File: config.mk
export PLATFORM = sky130hd
export DESIGN_NAME = phy_tx_stripe
export DESIGN_NICKNAME = d
export VERILOG_FILES = /design/src/rtl/phy_tx_stripe.sv
export SDC_FILE = /design/constraint.sdc
export NUM_CORES = 1
export LEC_CHECK = 0
export ABC_AREA = 1
export BUFFER_PORTS_ARGS = -buffer_cell sky130_fd_sc_hd__buf_2
export CORE_MARGIN = 2
export CORE_UTILIZATION = 65
export DETAILED_ROUTE_END_ITERATION = 10
export GPL_ROUTABILITY_DRIVEN = 1
export HOLD_SLACK_MARGIN = 0.1
export PLACE_DENSITY = 0.93
export SKIP_LAST_GASP = 1
export SLEW_MARGIN = 40
export SYNTH_ARGS = -nofsm -noshare
export SYNTH_HDL_FRONTEND = slang
export SYNTH_SLANG_ARGS = --single-unit
export TNS_END_PERCENT = 30
File: constraint.sdc
create_clock -name clk_f -period 4.65 [get_ports clk_f]
set_input_delay 0.465 -clock clk_f [delete_from_list [all_inputs] [get_ports clk_f]]
set_output_delay 0.465 -clock clk_f [all_outputs]
set_load 0.02 [all_outputs]
File: src/rtl/phy_tx_stripe.sv
// phy_tx_stripe: single-clock PHY transmitter that stripes NUM_LANES word lanes onto one
// serial bit stream in fixed round-robin slots.
//
// After reset it sends SYNC_WORDS slots of K_COM. It then cycles through lanes
// 0..NUM_LANES-1, one slot per lane. A slot carries the head of that lane's FIFO, or
// K_IDLE when the FIFO is empty. Bits are sent MSB first, one per clk_f cycle.
//
// Optional feature: define PHY_TX_PARITY_EN to append an even-parity bit after the LSB of
// every slot (COM and IDLE included), making a slot DATA_W+1 cycles long.
//
// Ports:
//   clk_f       clock; one serial bit per cycle
//   reset_L     asynchronous active-low reset; aborts the current word and empties all FIFOs
//   in_valid    per-lane word valid
//   in_data     lane i occupies bits [i*DATA_W +: DATA_W]
//   in_ready    per-lane FIFO not full (combinational from FIFO count)
//   data_out    serial bit, registered
//   word_start  high on the first bit of every slot
//   slot_lane   lane owning the current slot (0 during sync)
//   active      high once the sync preamble is complete
//   idle_out    high for every bit of an IDLE slot

module phy_tx_stripe #(
    parameter int unsigned       NUM_LANES  = 4,
    parameter int unsigned       DATA_W     = 8,
    parameter int unsigned       FIFO_DEPTH = 4,
    parameter int unsigned       SYNC_WORDS = 4,
    parameter logic [DATA_W-1:0] K_COM      = 8'hBC,
    parameter logic [DATA_W-1:0] K_IDLE     = 8'h7C
) (
    input  logic                          clk_f,
    input  logic                          reset_L,
    input  logic [NUM_LANES-1:0]          in_valid,
    input  logic [NUM_LANES*DATA_W-1:0]   in_data,
    output logic [NUM_LANES-1:0]          in_ready,
    output logic                          data_out,
    output logic                          word_start,
    output logic [$clog2(NUM_LANES)-1:0]  slot_lane,
    output logic                          active,
    output logic                          idle_out
);

`ifdef PHY_TX_PARITY_EN
    localparam int unsigned SLOT_LEN = DATA_W + 1;
`else
    localparam int unsigned SLOT_LEN = DATA_W;
`endif
    localparam int unsigned LANE_W = $clog2(NUM_LANES);
    localparam int unsigned PTR_W  = $clog2(FIFO_DEPTH);
    localparam int unsigned CNT_W  = PTR_W + 1;
    localparam int unsigned POS_W  = $clog2(SLOT_LEN);
    localparam int unsigned COM_W  = (SYNC_WORDS < 1) ? 1 : $clog2(SYNC_WORDS + 1);

    typedef enum logic [0:0] {StSync, StActive} state_e;

    // Builds the on-wire bit pattern of one slot from a word.
    function automatic logic [SLOT_LEN-1:0] frame(input logic [DATA_W-1:0] w);
`ifdef PHY_TX_PARITY_EN
        return {w, ^w};
`else
        return w;
`endif
    endfunction

    // ---------------------------------------------------------------- lane FIFOs
    logic [DATA_W-1:0] mem_q    [NUM_LANES][FIFO_DEPTH];
    logic [PTR_W-1:0]  wr_ptr_q [NUM_LANES];
    logic [PTR_W-1:0]  rd_ptr_q [NUM_LANES];
    logic [CNT_W-1:0]  cnt_q    [NUM_LANES];
    logic [NUM_LANES-1:0] push;
    logic [NUM_LANES-1:0] pop;

    always_comb begin
        in_ready = '0;
        push     = '0;
        for (int i = 0; i < NUM_LANES; i++) begin
            in_ready[i] = (cnt_q[i] < CNT_W'(FIFO_DEPTH));
            push[i]     = in_valid[i] & in_ready[i];
        end
    end

    always_ff @(posedge clk_f or negedge reset_L) begin
        if (!reset_L) begin
            for (int i = 0; i < NUM_LANES; i++) begin
                wr_ptr_q[i] <= '0;
                rd_ptr_q[i] <= '0;
                cnt_q[i]    <= '0;
            end
        end else begin
            for (int i = 0; i < NUM_LANES; i++) begin
                if (push[i]) wr_ptr_q[i] <= wr_ptr_q[i] + 1'b1;
                if (pop[i])  rd_ptr_q[i] <= rd_ptr_q[i] + 1'b1;
                // pop is only ever raised on a non-empty FIFO, so no underflow here.
                if (push[i] && !pop[i]) begin
                    cnt_q[i] <= cnt_q[i] + 1'b1;
                end else if (pop[i] && !push[i]) begin
                    cnt_q[i] <= cnt_q[i] - 1'b1;
                end
            end
        end
    end

    // Storage needs no reset: emptiness is tracked by the counts alone.
    always_ff @(posedge clk_f) begin
        for (int i = 0; i < NUM_LANES; i++) begin
            if (push[i]) mem_q[i][wr_ptr_q[i]] <= in_data[i*DATA_W +: DATA_W];
        end
    end

    // ---------------------------------------------------------------- slot FSM
    state_e              state_q, state_d;
    logic                run_q, run_d;        // low until the first slot is loaded
    logic [POS_W-1:0]    pos_q, pos_d;        // index of the bit currently on data_out
    logic [COM_W-1:0]    com_q, com_d;        // COM slots already loaded
    logic [LANE_W-1:0]   lane_q, lane_d;      // lane of the next ACTIVE slot
    logic [SLOT_LEN-1:0] sh_q, sh_d;
    logic                ws_q, ws_d;
    logic [LANE_W-1:0]   slot_lane_q, slot_lane_d;
    logic                active_q, active_d;
    logic                idle_q, idle_d;
    logic                load;
    logic [DATA_W-1:0]   head;

    assign load = !run_q || (pos_q == POS_W'(SLOT_LEN - 1));
    assign head = mem_q[lane_q][rd_ptr_q[lane_q]];

    always_comb begin
        state_d     = state_q;
        run_d       = 1'b1;
        pos_d       = pos_q + 1'b1;
        com_d       = com_q;
        lane_d      = lane_q;
        sh_d        = sh_q << 1;
        ws_d        = 1'b0;
        slot_lane_d = slot_lane_q;
        active_d    = active_q;
        idle_d      = idle_q;
        pop         = '0;

        if (load) begin
            pos_d = '0;
            ws_d  = 1'b1;
            unique case (state_q)
                StSync: begin
                    if (com_q < COM_W'(SYNC_WORDS)) begin
                        com_d       = com_q + 1'b1;
                        sh_d        = frame(K_COM);
                        slot_lane_d = '0;
                        idle_d      = 1'b0;
                    end else begin
                        state_d = StActive;
                    end
                end
                StActive: ;
                default: ;
            endcase

            // First ACTIVE slot is loaded on the same edge the FSM leaves SYNC.
            if (state_d == StActive) begin
                active_d    = 1'b1;
                slot_lane_d = lane_q;
                lane_d      = (lane_q == LANE_W'(NUM_LANES - 1)) ? '0 : lane_q + 1'b1;
                if (cnt_q[lane_q] != '0) begin
                    pop[lane_q] = 1'b1;
                    sh_d        = frame(head);
                    idle_d      = 1'b0;
                end else begin
                    sh_d   = frame(K_IDLE);
                    idle_d = 1'b1;
                end
            end
        end
    end

    always_ff @(posedge clk_f or negedge reset_L) begin
        if (!reset_L) begin
            state_q     <= StSync;
            run_q       <= 1'b0;
            pos_q       <= '0;
            com_q       <= '0;
            lane_q      <= '0;
            sh_q        <= '0;
            ws_q        <= 1'b0;
            slot_lane_q <= '0;
            active_q    <= 1'b0;
            idle_q      <= 1'b0;
        end else begin
            state_q     <= state_d;
            run_q       <= run_d;
            pos_q       <= pos_d;
            com_q       <= com_d;
            lane_q      <= lane_d;
            sh_q        <= sh_d;
            ws_q        <= ws_d;
            slot_lane_q <= slot_lane_d;
            active_q    <= active_d;
            idle_q      <= idle_d;
        end
    end

    assign data_out   = sh_q[SLOT_LEN-1];
    assign word_start = ws_q;
    assign slot_lane  = slot_lane_q;
    assign active     = active_q;
    assign idle_out   = idle_q;

endmodule
---- Word-level counts from Yosys, hierarchy flattened ----
Memory sizes are Yosys's and may differ from the RTL's.
Index checks and enable logic that the tools add are counted.
word-level totals
  memory bits (writable) .................. 128
  memories kept ........................... 1
  output and inout port bits .............. 10
  register bits ........................... 51
  input bits .............................. 38
operators by class
  bitwise operators ....................... 11
  $add $sub $neg .......................... 19
  mux-type cells .......................... 56
  eq/ne operators ......................... 3
  order comparisons ....................... 17
  reduce and logical (&&, ||, !) cells .... 32
memories
  name   depth  bits a word  rd ports  clocked after Yosys merged registers in  wr ports  line  RTL
  mem_q  4      32           1         0                                        4         66    logic [DATA_W-1:0] mem_q [NUM_LANES][FIFO_DEPTH];
operators with widths
  operator                                                     count
  2-to-1 mux 32 bit                                            4
  2-to-1 mux 8 bit                                             11
  demux 8 bit (select 2 bit)                                   4
  2-to-1 mux 3 bit                                             11
  adder 2 x 1 -> 2 bit (second input constant)                 9
  adder 3 x 1 -> 3 bit (second input constant)                 6
  >= comparator 3 bit (second input constant)                  6
  NOT 2 -> 3 bit                                               6
  binary-select mux 8 bit (select 2 bit)                       1
  less-than comparator 3 bit (second input constant)           5
  logical AND 1 bit                                            13
  2-to-1 mux 1 bit                                             13
  less-than comparator 3 x 1 -> 1 bit (second input constant)  4
  2-to-1 mux 2 bit                                             6
  2-to-1 mux 4 bit                                             3
  subtractor 3 x 1 -> 3 bit (second input constant)            4
  nonzero test 2 bit                                           5
  zero test 1 bit                                              9
  binary-select mux 3 bit (select 2 bit)                       1
  AND reduction 3 bit                                          2
  AND 1 bit                                                    4
  binary-select mux 2 bit (select 2 bit)                       1
  == test 3 bit (second input constant)                        1
  less-than comparator 2 x 3 -> 1 bit (second input constant)  1
  other kinds (8)                                              8

---- Depth between registers and ports, before layout ----
Gate-level depths: netlist of run 1.
  word-level depth ........................ 11
  mapped depth ............................ 16
  mapped depth without buffers ............ 14

---- Worst setup path before layout of run 1 ----
OpenSTA, ideal clock, no wires.
  path kind ............................... reg-to-reg
  start point ............................. reg pos_q[0]
  end point ............................... reg cnt_q[5] (netlist name)
  required time ........................... 4.518 ns
  arrival time ............................ 2.288 ns
  cell stages (with the launch flop) ...... 14
  period minus slack after synthesis ...... 2.419 ns
  setup slack ............................. 2.231 ns
  cell sequence ........................... dfrtp_1 > ha_1 > ha_1 > nor2_2 > nor2_2 > nand2_2 > inv_4 > nand2_2 > ha_1 > inv_1 > fa_1 > a21oi_1 > o21ai_0 > xor2_1
between the ends
  longest elaborated chain between the ends .. 6
ends and longest elaborated chain
  what                                                    line  RTL
  start, declared                                         113   logic [POS_W-1:0] pos_q, pos_d;
  start signal, assigned                                  190   pos_q <= pos_d;
  == test 3 bit (*)                                       124   assign load = !run_q || (pos_q == POS_W'(SLOT_LEN - 1));
  logical OR 1 bit (*)                                    124
  2-to-1 mux 4 bit (*)                                    140   if (load) begin
  zero test 1 bit                                         94    if (push[i] && !pop[i]) begin
  logical AND 1 bit                                       94
  2-to-1 mux 3 bit or nonzero test 2 bit (tied branches)  -
  end signal, assigned by index                           95    cnt_q[i] <= cnt_q[i] + 1'b1;
  end signal, assigned by index                           97    cnt_q[i] <= cnt_q[i] - 1'b1;
  end, declared                                           69    logic [CNT_W-1:0] cnt_q [NUM_LANES];
Mark *: on every way between the ends. The rest lies on a longest branch, timed or not.
A chain may end at the register's enable or synchronous reset.

---- Worst setup path after layout of run 1 ----
  start point ............................. reg lane_q[0]
  end point ............................... reg cnt_q[4] (netlist name)
between the ends
  longest elaborated chain between the ends .. 11
ends and longest elaborated chain
  what                                                                                         line  RTL
  start, declared                                                                              115   logic [LANE_W-1:0] lane_q, lane_d;
  start signal, assigned                                                                       192   lane_q <= lane_d;
  parallel branches: the longest is 5 deep, another holds less-than comparator 2 x 3 -> 1 bit  -
  2-to-1 mux 4 bit (*)                                                                         163   if (cnt_q[lane_q] != '0) begin
  2-to-1 mux 4 bit (*)                                                                         159   if (state_d == StActive) begin
  2-to-1 mux 4 bit (*)                                                                         140
  zero test 1 bit                                                                              94
  logical AND 1 bit                                                                            94
  2-to-1 mux 3 bit or nonzero test 2 bit (tied branches)                                       -
Mark *: on every way between the ends. The select of a mux whose other input is x is not followed.

==> summary.txt, run 1 <==
Cells and area
  • ANT cells: 0
  • Fillers: around 790
  • Synth-to-layout area growth: 11.49%
  • Final instance count without filler cells: between 1000 and 1500
  • Multi-input logic area: around 2400 sq um
  • Share of cells above drive strength 1: around 14%
  • Final #Nets: around 900
  • Storage element area: 5121 sq um

Clock tree
  • CTS tree: yes
  • Htree depth: 4
  • Clock root cell: clkbuf_16
  • Total CTS buffers: 17
  • CTS Buffer Depth: 2
  • CTS Hold Bufs: 0
  • Post-CTS resize count: 0
  • Clock sinks: 179
  • Post-CTS Setup Repair Bufs: 0
  • Clock Latency Late Sink: between 400 and 500 ps
  • Worst-path clk slew: roughly 70 ps

Yosys
  • Ranking of synthesized cells by area: edfxtp_1 (47%), dfrtp_1 (16%), nand2_1 (9.8%), inv_1 (5.4%), nand3_1 (4.8%)
  • Syn nets: around 860
  • #FFs+latches synth: 179
  • Post-synthesis sequential area ratio: between 60% and 70%
  • Mean Syn Cell Area: just over 10 sq um
  • Count leader, synth: nand2_1
  • Largest area contributor in the netlist: edfxtp_1
  • Post-synth cell types: 27
  • Top post-synthesis cells by count: nand2_1 (213), edfxtp_1 (128), inv_1 (118)
  • Post-synth ARST share: approximately 28%
  • Post-synth top area share: a little under half
  • Synth Cell Area: roughly 8000 sq um
  • Synth warnings: 0
  • Cells after synthesis: 792
  • Post-synth EDFFs: 128
  • Synth Flop Type: edfxtp_1

Route
  • Iter 0 DRT Violations: between 700 and 800
  • Drt pass-1 iters: 5
  • Overall via count from detail_route: 5666
  • WL final: 18.29 mm
  • ANT nets after route: 0
  • DRC: 0
  • Vias per cell: between 5 and 6
  • WL/cell: ~18 um

Global routing
  • Initial antenna violation count: 0
  • GR Overflow Total: 0
  • Overall routing resource usage: between 20% and 30%
  • Vias in the first global route: 5403
  • Global-route wire length before repair: about 28 mm
  • Largest net degree at the start of global routing: 73

STA
  • FMAX: 350.3 MHz
  • Setup Skew: around 8.5 ps
  • Final Hold Fails: 0
  • Unrepaired setup endpoints after global routing: no
  • Slew @ Worst Pin: ~840 ps
  • Part of the cycle the worst path needs: between 60% and 70%
  • Slew margin rel.: approximately 44%
  • Final Max Slew Viols: 0
  • Minimum clock period: 2855 ps
  • Final setup fails: 0
  • Setup TNS: 0 ps

Worst setup path
  • Crit path max-delay family: buffers and inverters
  • Crit-path max FO: between 70 and 80
  • Critical-path cell list: buf_4 -> nor2_1 -> nand2_1 -> nand3_1 -> nand2_1 -> nand2_2 -> inv_4 -> nand2_2 -> ha_1 -> inv_1 -> fa_1 -> mux2_2
  • Buf+Inv Stages, Crit Path: 3
  • Crit. End Element: flop
  • CP max stage cell: buf_4
  • WP data required: 4960 ps
  • Worst path max stage delay: about 560 ps
  • Worst Path Arrival: 3160 ps
  • Setup Crit Path Kind: flop to flop
  • Startpoint types: flop

Die
  • Starting Density: 67.19%
  • Row count: 40
  • Die width: between 100 and 150 um
  • Core ar.: between 10000 and 15000 sq um
  • Top Ports: 48
  • Die area: about 13000 sq um
  • Die H: 115.9 um

Power and ir drop
  • Peak VDD IR: ~460 uV
  • Leakage: between 4 and 5 nW
  • Pwr Density: about 670 nW/um^2

Placed design
  • Port Buffers: 47
  • Post-placement cell count: just under 1000
  • Detailed Place HPWL: ~11 mm
  • GP Congestion: 0.9139

Hold path
  • Hold Path Class: input pin to async pin

Outcome
  • Status: complete, no violations

Run
  • Max_cap viols: 0
[kinds of logic (layout without fill, tap and decap cells)]
logic type                 Yosys count  after routing  synth area share, %
buffers and inverters              148            203                7.872
adders and majority gates           31             31                5.135
AOI/OAI and AO/OA                   37             37                2.322
and+or+nand+nor                    370            370                18.76
xor gates and xnor gates            21             21                2.260
muxes                                5              5               0.6918
DFF                                179            179                62.92
other                                1              1              0.04608
[cells in the final DEF, fill, tap and decap left out, drive strengths merged]
cell      netlist  final
nand3          78     78
clkinv          1      5
xnor2           9      9
nor2           65     65
a31o            1      1
edfxtp        128    128
inv           120    121
bufinv          0      4
or2             5      5
mux2            5      5
o21ai          32     32
ha             27     27
clkbuf          1     20
clkinvlp        0      1
a21oi           4      4
conb            1      1
dfrtp          51     51
nand2         222    222
fa              4      4
xor2           12     12
buf            26     52
[power by group]
group / switching, mW / total, mW / leakage (nW) / internal, mW
Sequential: 0.190 / 2.29 / 1.77 / 2.10
Combinational: 1.60 / 2.32 / 2.01 / 0.723
Clock: 0.584 / 1.48 / 0.288 / 0.892
Total: 2.37 / 6.08 / 4.06 / 3.71
[final cells by class]
cell class	count	area share, %
clock inverters	10	1.751
repair buffers	52	3.006
inverters	121	5.048
flip-flops and latches	179	56.45
well taps	168	2.317
multi-input cells	465	26.62
clock buffers	20	4.813
[path summary, 6_finish.rpt]
| path | startpoint | cells after the start | to | slack, ps |
|---|---|---|---|---|
| worst max-delay path | lane_q[0] | 12 | cnt_q[4] | 1800 |
| worst min-delay path | reset_L | 2 | sh_q[7] | 160 |
| worst max register to register | lane_q[0] | 12 | cnt_q[4] | 1800 |
| worst min register to register | pos_q[0] | 1 | pos_q[0] | 440 |
| max in group asynchronous | reset_L | 2 | lane_q[0] | 4010 |
| min in group clk_f | in_data[14] | 1 | mem_q[1][22] | 250 |
[worst reg2reg max path, stage by stage (launching register included)]
cell     delay [ps]
dfrtp_2         370
buf_4           560
nor2_1          120
nand2_1          90
nand3_1          90
nand2_1         100
nand2_2         110
inv_4           180
nand2_2         110
ha_1            200
inv_1            90
fa_1            430
mux2_2          290
[flip-flops by register name, indices dropped and copies added, names as in the netlist]
name and cells:
active 1, idle_out 1, state_q 1, lane_q 2
slot_lane 2, word_start 1, com_q 3, sh_q 8
cnt_q 12, run_q 1, mem_q 128, rd_ptr_q 8
wr_ptr_q 8, pos_q 3
[routing by layer]
metal,global-route usage [%],part of all wire (%),up-vias
met3,6.956,9.0,63
met5,0,0,-
met2,47.21,49,354
li1,-,-,2602
met4,13.73,3.8,0
met1,38.48,38,2647
[stage by stage]
stage / hold slack [ps] / util (%) / cell area (sq um) / setup slack [ps] / power (mW)
4_1_cts: 180.3 / 74.74 / 9052 / 1817 / 6.025
5_1_grt: 225.7 / 74.91 / 9072 / 1594 / 6.437
3_5_place_dp: 435.5 / 69.82 / 8457 / 1903 / 4.502
6_report: 164.2 / 74.91 / 9072 / 1795 / 6.082
2_1_floorplan: 169.4 / - / 8138 / 2231 / 3.982
3_3_place_gp: 417.9 / 69.68 / 8439 / 1995 / 4.378
(Power assumes the default switching activity.)
==> inputs of run 2 (changes only) <==
--- a/config.mk
+++ b/config.mk
@@ -8,11 +8,11 @@
 export ABC_AREA = 1
 export BUFFER_PORTS_ARGS = -buffer_cell sky130_fd_sc_hd__buf_2
 export CORE_MARGIN = 2
-export CORE_UTILIZATION = 65
+export CORE_UTILIZATION = 61
 export DETAILED_ROUTE_END_ITERATION = 10
 export GPL_ROUTABILITY_DRIVEN = 1
 export HOLD_SLACK_MARGIN = 0.1
-export PLACE_DENSITY = 0.93
+export PLACE_DENSITY = 0.89
 export SKIP_LAST_GASP = 1
 export SLEW_MARGIN = 40
 export SYNTH_ARGS = -nofsm -noshare
==> constraint.sdc (replaced) <==
create_clock -name clk_f -period 3 [get_ports clk_f]
set_input_delay 0.3 -clock clk_f [delete_from_list [all_inputs] [get_ports clk_f]]
set_output_delay 0.3 -clock clk_f [all_outputs]
set_load 0.02 [all_outputs]
==> summary.txt, run 2 (synthesis gave the netlist of run 1 again) <==
Outcome
  • Status: complete, no violations (unchanged)

Route
  • Overall via count from detail_route: 5685 (was 5666)
  • Vias per cell: 5.358 (was 5.582)
  • DRC: 0 (unchanged)
  • WL final: 18.09 mm (was 18.29 mm)
  • Drt pass-1 iters: 6 (was 5)
  • ANT nets after route: 0 (unchanged)
  • WL/cell: 17.05 um (was 18.02 um)
  • Iter 0 DRT Violations: 538 (was 705)

Clock tree
  • Total CTS buffers: 17 (unchanged)
  • Clock Latency Late Sink: 430 ps (about the same)
  • CTS tree: yes (unchanged)
  • Clock root cell: clkbuf_16 (unchanged)
  • Worst-path clk slew: 60 ps (was 70 ps)
  • Htree depth: 4 (unchanged)
  • Clock sinks: 179 (unchanged)
  • CTS Buffer Depth: 2 (unchanged)

STA
  • Slew margin rel.: 43.36% (was 43.56%)
  • Final Hold Fails: 0 (unchanged)
  • Final Max Slew Viols: 0 (unchanged)
  • Part of the cycle the worst path needs: 85.06% (was 61.39%)
  • FMAX: 391.9 MHz (was 350.3 MHz)
  • Final setup fails: 0 (unchanged)
  • Setup TNS: 0 ps (unchanged)
  • Unrepaired setup endpoints after global routing: no (unchanged)
  • Setup Skew: 6.888 ps (was 8.494 ps)
  • Slew @ Worst Pin: 846.4 ps (was 843.4 ps)
  • Minimum clock period: 2552 ps (was 2855 ps)

Cells and area
  • Multi-input logic area: 2392 sq um (was 2415 sq um)
  • ANT cells: 0 (unchanged)
  • Share of cells above drive strength 1: 13.56% (was 14.05%)
  • Post-layout util: 71.61% (was 74.91%)
  • Final Cell Area: 9408 sq um (was 9072 sq um)
  • Storage element area: 5121 sq um (unchanged)
  • Max reg flops: 128 (unchanged)
  • Commonest non-fill, non-tap cells in the layout: nand2_1 (213), edfxtp_1 (128), inv_1 (118), nand3_1 (78), nor2_1 (57) (was nand2_1 (213), edfxtp_1 (128), inv_1 (118), nand3_1 (78), dfrtp_1 (50))
  • Most common cell after layout, fill and taps aside: nand2_1 (unchanged)
  • Final #Nets: 941 (was 905)
  • Fillers: 896 (was 794)
  • Synth-to-layout area growth: 15.61% (was 11.49%)

Worst setup path
  • Setup Crit Path Kind: flop to flop (unchanged)
  • Worst Path Arrival: 2850 ps (was 3160 ps)
  • WP data required: 3300 ps (was 4960 ps)
  • Crit. End Element: flop (unchanged)
  • Startpoint types: flop (unchanged)
  • Crit-path max FO: 9 (was 72)

Die
  • Die H: 119.5 um (was 115.9 um)
  • Top Ports: 48 (unchanged)
  • Die area: 14280 sq um (was 13430 sq um)
  • Row count: 42 (was 40)
  • Core ar.: 13140 sq um (was 12110 sq um)
  • Die width: 119.5 um (was 115.9 um)
  • Starting Density: 61.94% (was 67.19%)

Placed design
  • Detailed Place HPWL: 11.77 mm (was 11.49 mm)
  • Port Buffers: 47 (unchanged)
  • Placed cell area: 8524 sq um (was 8457 sq um)
  • GP Congestion: 0.8587 (was 0.9139)

Global routing
  • Largest net degree at the start of global routing: 72 (was 73)
  • Global-route wire length before repair: 28.74 mm (was 28.44 mm)
  • Overall routing resource usage: 26.89% (was 29.40%)
  • GR Overflow Total: 0 (unchanged)
  • Vias in the first global route: 5784 (was 5403)
  • Initial antenna violation count: 0 (unchanged)

Run
  • Max_cap viols: 0 (unchanged)

Power and ir drop
  • Peak VDD IR: 715.2 uV (was 461.9 uV)
  • Pwr Density: 1005 nW/um^2 (was 670.4 nW/um^2)
  • Leakage: 4.226 nW (was 4.063 nW)

Hold path
  • Hold Path Class: input pin to flop (was input pin to async pin)
[run 2: cell types whose count changed in the layout (fill, tap and decap cells not counted)]
cell           delta
inv_6             -1
clkinv_2          +1
buf_2             -1
dlygate4sd3_1    +27
buf_4            +10
clkinvlp_4        +1
clkbuf_1          +1
nor2_2            -9
nor2_1            +9
[run 2: final cells by class]
class / instances / share of cell area (%)
clock buffer: 21 / 4.681
clock inverter: 11 / 1.729
inverter: 121 / 4.868
multi-input combinational: 465 / 25.43
sequential: 179 / 54.44
tap: 176 / 2.341
timing repair buffer: 88 / 6.517
[run 2: metal layers]
metal / vias up / share of wire, % / GRT usage (%)
met5: - / 0 / 0
met4: 0 / 2.9 / 11.47
met1: 2715 / 38 / 32.87
met3: 48 / 6.9 / 5.846
li1: 2680 / - / -
met2: 242 / 52 / 46.36
[run 2: worst paths after layout]
check	from	end	slack [ps]	depth (start not counted)
setup / recovery	pos_q[0]	cnt_q[2]	450	13
hold / removal	in_data[31]	mem_q[3][15]	110	1
setup reg to reg	pos_q[0]	cnt_q[2]	450	13
hold reg to reg	pos_q[0]	pos_q[0]	440	1
max in group asynchronous	reset_L	rd_ptr_q[2]	2000	3
min in group asynchronous	reset_L	sh_q[7]	400	2
[run 2: power by group]
part           internal (mW)  switching (mW)
Combinational           1.18            2.45
Sequential              3.25           0.302
Clock                   1.39           0.886
[run 2: stage by stage]
stage	hold slack, ps	setup slack, ps	total power, mW	instances
after floorplan	4.409	580.9	6.172	792
after global placement	417.6	642.9	6.846	1002
after detailed placement	305.8	509.8	7.052	1002
after CTS	100.2	458.6	9.420	1061
after global routing	105.9	253.2	10.06	1061
final	112.0	448.1	9.454	1061
[run 2: repair_timing]
action	CTS	global route
hold buffers	27	0
endpoints found under the hold margin	136	0
resized for setup	0	0
buffers inserted	0	0
[run 2: critical path: stages (launching register included)]
cell     delay [ps]
dfrtp_1         380
ha_1            200
ha_1            180
nor2_2          130
nor2_2           70
nand2_2         170
inv_4           100
nand2_2         100
ha_1            150
inv_1            80
fa_1            410
a21oi_1         150
o21ai_0         120
xor2_1          160
==> inputs of run 3 (changes only) <==
--- a/config.mk
+++ b/config.mk
@@ -13,6 +13,7 @@
 export GPL_ROUTABILITY_DRIVEN = 1
 export HOLD_SLACK_MARGIN = 0.1
 export PLACE_DENSITY = 0.89
+export REMOVE_ABC_BUFFERS = 1
 export SKIP_LAST_GASP = 1
 export SLEW_MARGIN = 40
 export SYNTH_ARGS = -nofsm -noshare
==> summary.txt, run 3 (synthesis gave the netlist of run 1 again) <==
Worst setup path
  • R2R Path Start: pos_q[0] (unchanged)
  • Worst path max stage delay: 390 ps (was 410 ps)
  • Critical-path cell list: ha_1 -> ha_1 -> nor2_2 -> nor2_2 -> nand2_2 -> inv_4 -> nand2_2 -> ha_1 -> inv_1 -> fa_1 -> a21oi_1 -> o21ai_0 -> xor2_1 (unchanged)
  • Setup Crit Path Kind: flop to flop (unchanged)
  • Most frequent CP cell: ha_1 (unchanged)
  • R2R setup slack: 540 ps (was 450 ps)
  • Worst Reg2Reg Path Length in Cells: 13 (unchanged)
  • WP data required: 3310 ps (was 3300 ps)
  • R2r endpoint: cnt_q[8] (was cnt_q[2])
  • CP max stage cell: dfrtp_1 (was fa_1)
  • Startpoint types: flop (unchanged)
  • Worst Path Arrival: 2770 ps (was 2850 ps)
  • Crit. End Element: flop (unchanged)
  • Crit-path max FO: 9 (unchanged)

Route
  • WL final: 17.48 mm (was 18.09 mm)
  • Overall via count from detail_route: 5624 (was 5685)
  • Iter 0 DRT Violations: 608 (was 538)
  • DRC: 0 (unchanged)
  • Drt pass-1 iters: 5 (was 6)
  • ANT nets after route: 0 (unchanged)
  • Vias per cell: 5.301 (was 5.358)
  • WL/cell: 16.48 um (was 17.05 um)

Cells and area
  • ANT cells: 0 (unchanged)
  • Fillers: 897 (was 896)
  • Max reg flops: 128 (unchanged)
  • Final #Nets: 941 (unchanged)
  • Most common cell after layout, fill and taps aside: nand2_1 (unchanged)
  • Final instance count without filler cells: 1061 (unchanged)
  • Synth-to-layout area growth: 14.85% (was 15.61%)
  • Final Cell Area: 9346 sq um (was 9408 sq um)
  • Commonest non-fill, non-tap cells in the layout: nand2_1 (213), edfxtp_1 (128), inv_1 (118), nand3_1 (78), nor2_1 (56) (was nand2_1 (213), edfxtp_1 (128), inv_1 (118), nand3_1 (78), nor2_1 (57))
  • Share of cells above drive strength 1: 13.56% (unchanged)

Clock tree
  • CTS Buffer Depth: 2 (unchanged)
  • Clock sinks: 179 (unchanged)
  • Worst-path clk slew: 60 ps (about the same)
  • Post-CTS resize count: 0 (unchanged)
  • Total CTS buffers: 17 (unchanged)
  • Clock Latency Late Sink: 430 ps (about the same)
  • Htree depth: 4 (unchanged)
  • CTS Hold Bufs: 27 (unchanged)
  • CTS tree: yes (unchanged)
  • Clock root cell: clkbuf_16 (unchanged)
  • Post-CTS Setup Repair Bufs: 0 (unchanged)

STA
  • Worst hold slack: 108.9 ps (was 112.0 ps)
  • Part of the cycle the worst path needs: 81.89% (was 85.06%)
  • Setup TNS: 0 ps (unchanged)
  • FMAX: 407.1 MHz (was 391.9 MHz)
  • Setup Skew: 7.418 ps (was 6.888 ps)
  • Final setup fails: 0 (unchanged)
  • Slew margin rel.: 45.69% (was 43.36%)
  • Final Hold Fails: 0 (unchanged)
  • Final Max Slew Viols: 0 (unchanged)
  • Slew @ Worst Pin: 811.7 ps (was 846.4 ps)
  • Minimum clock period: 2457 ps (was 2552 ps)
  • Unrepaired setup endpoints after global routing: no (unchanged)

Hold path
  • Hold Path Class: input pin to flop (unchanged)
  • WHS Path Cells: 1 (unchanged)
  • Hold path startpoint: in_data[27] (was in_data[31])
  • WHS Endpoint: mem_q[3][27] (was mem_q[3][15])

Placed design
  • GP Congestion: 0.8723 (was 0.8587)
  • Post-placement cell count: 1002 (unchanged)
  • Placed cell area: 8522 sq um (was 8524 sq um)
  • Port Buffers: 47 (unchanged)
  • Detailed Place HPWL: 11.60 mm (was 11.77 mm)

Run
  • Max_cap viols: 0 (unchanged)

Die
  • Row count: 42 (unchanged)
  • Die width: 119.5 um (unchanged)
  • Die H: 119.5 um (unchanged)
  • Die area: 14280 sq um (unchanged)
  • Starting Density: 61.94% (unchanged)
  • Core ar.: 13140 sq um (unchanged)
  • Top Ports: 48 (unchanged)

Global routing
  • Vias in the first global route: 5802 (was 5784)
  • Global-route wire length before repair: 28.41 mm (was 28.74 mm)
  • GR Overflow Total: 0 (unchanged)
  • Initial antenna violation count: 0 (unchanged)
  • Overall routing resource usage: 26.38% (was 26.89%)
  • Largest net degree at the start of global routing: 67 (was 72)

Power and ir drop
  • Pwr Density: 978.5 nW/um^2 (was 1005 nW/um^2)
  • Pwr Total: 9.146 mW (was 9.454 mW)
  • Peak VDD IR: 650.3 uV (was 715.2 uV)
  • Leakage: 4.196 nW (was 4.226 nW)

Outcome
  • Status: complete, no violations (unchanged)
## run 3: critical path: cells and delay by family (launching register included)
family                   cells  cell delay [ps]
buffers and inverters        2              170
AO/OA/AOI/OAI                2              260
XOR/XNOR                     1              150
flip-flops                   1              390
adder cells (fa/ha/maj)      4              900
AND/OR/NAND/NOR              4              460
## run 3: per-stage QoR
| step | worst slack (ps) | utilization, % |
|---|---|---|
| floorplan | -882.0 | - |
| global placement | 644.4 | 64.83 |
| detailed placement | 576.3 | 64.87 |
| CTS | 560.0 | 71.03 |
| global route | 297.8 | 71.14 |
| finish | 543.4 | 71.14 |
## run 3: power by group
part           switching [mW]  total (mW)  internal [mW]
sequential              0.303        3.55           3.25
clock                   0.897        2.05           1.16
combinational            2.36        3.54           1.18
## run 3: how the worst max path moves through the flow
stage / slack (ps) / from / endpoint / depth (start not counted)
finish: 540 / pos_q[0] / cnt_q[8] / 13
floorplan: -880 / lane_q[0] / cnt_q[5] / 14
detailed placement: 580 / pos_q[0] / cnt_q[8] / 13
global route: 300 / pos_q[0] / cnt_q[8] / 13
CTS: 560 / pos_q[0] / cnt_q[8] / 13
global placement: 640 / pos_q[0] / cnt_q[11] / 13
## run 3: layout make-up
type | count | area [sq um] | area share, %
Sequential cell | 179 | 5121 | 54.79
Multi-Input combinational cell | 465 | 2395 | 25.62
Timing Repair Buffer | 88 | 613.1 | 6.560
Inverter | 121 | 457.9 | 4.900
Clock buffer | 22 | 454.2 | 4.859
Tap cell | 176 | 220.2 | 2.356
Clock inverter | 10 | 85.08 | 0.9103
## run 3: layer usage
metal  share of wire [%]  track usage, %
met1                  38           32.68
met2                  51           44.68
met3                 8.2           5.086
met4                 3.5           13.01
met5                   0               0
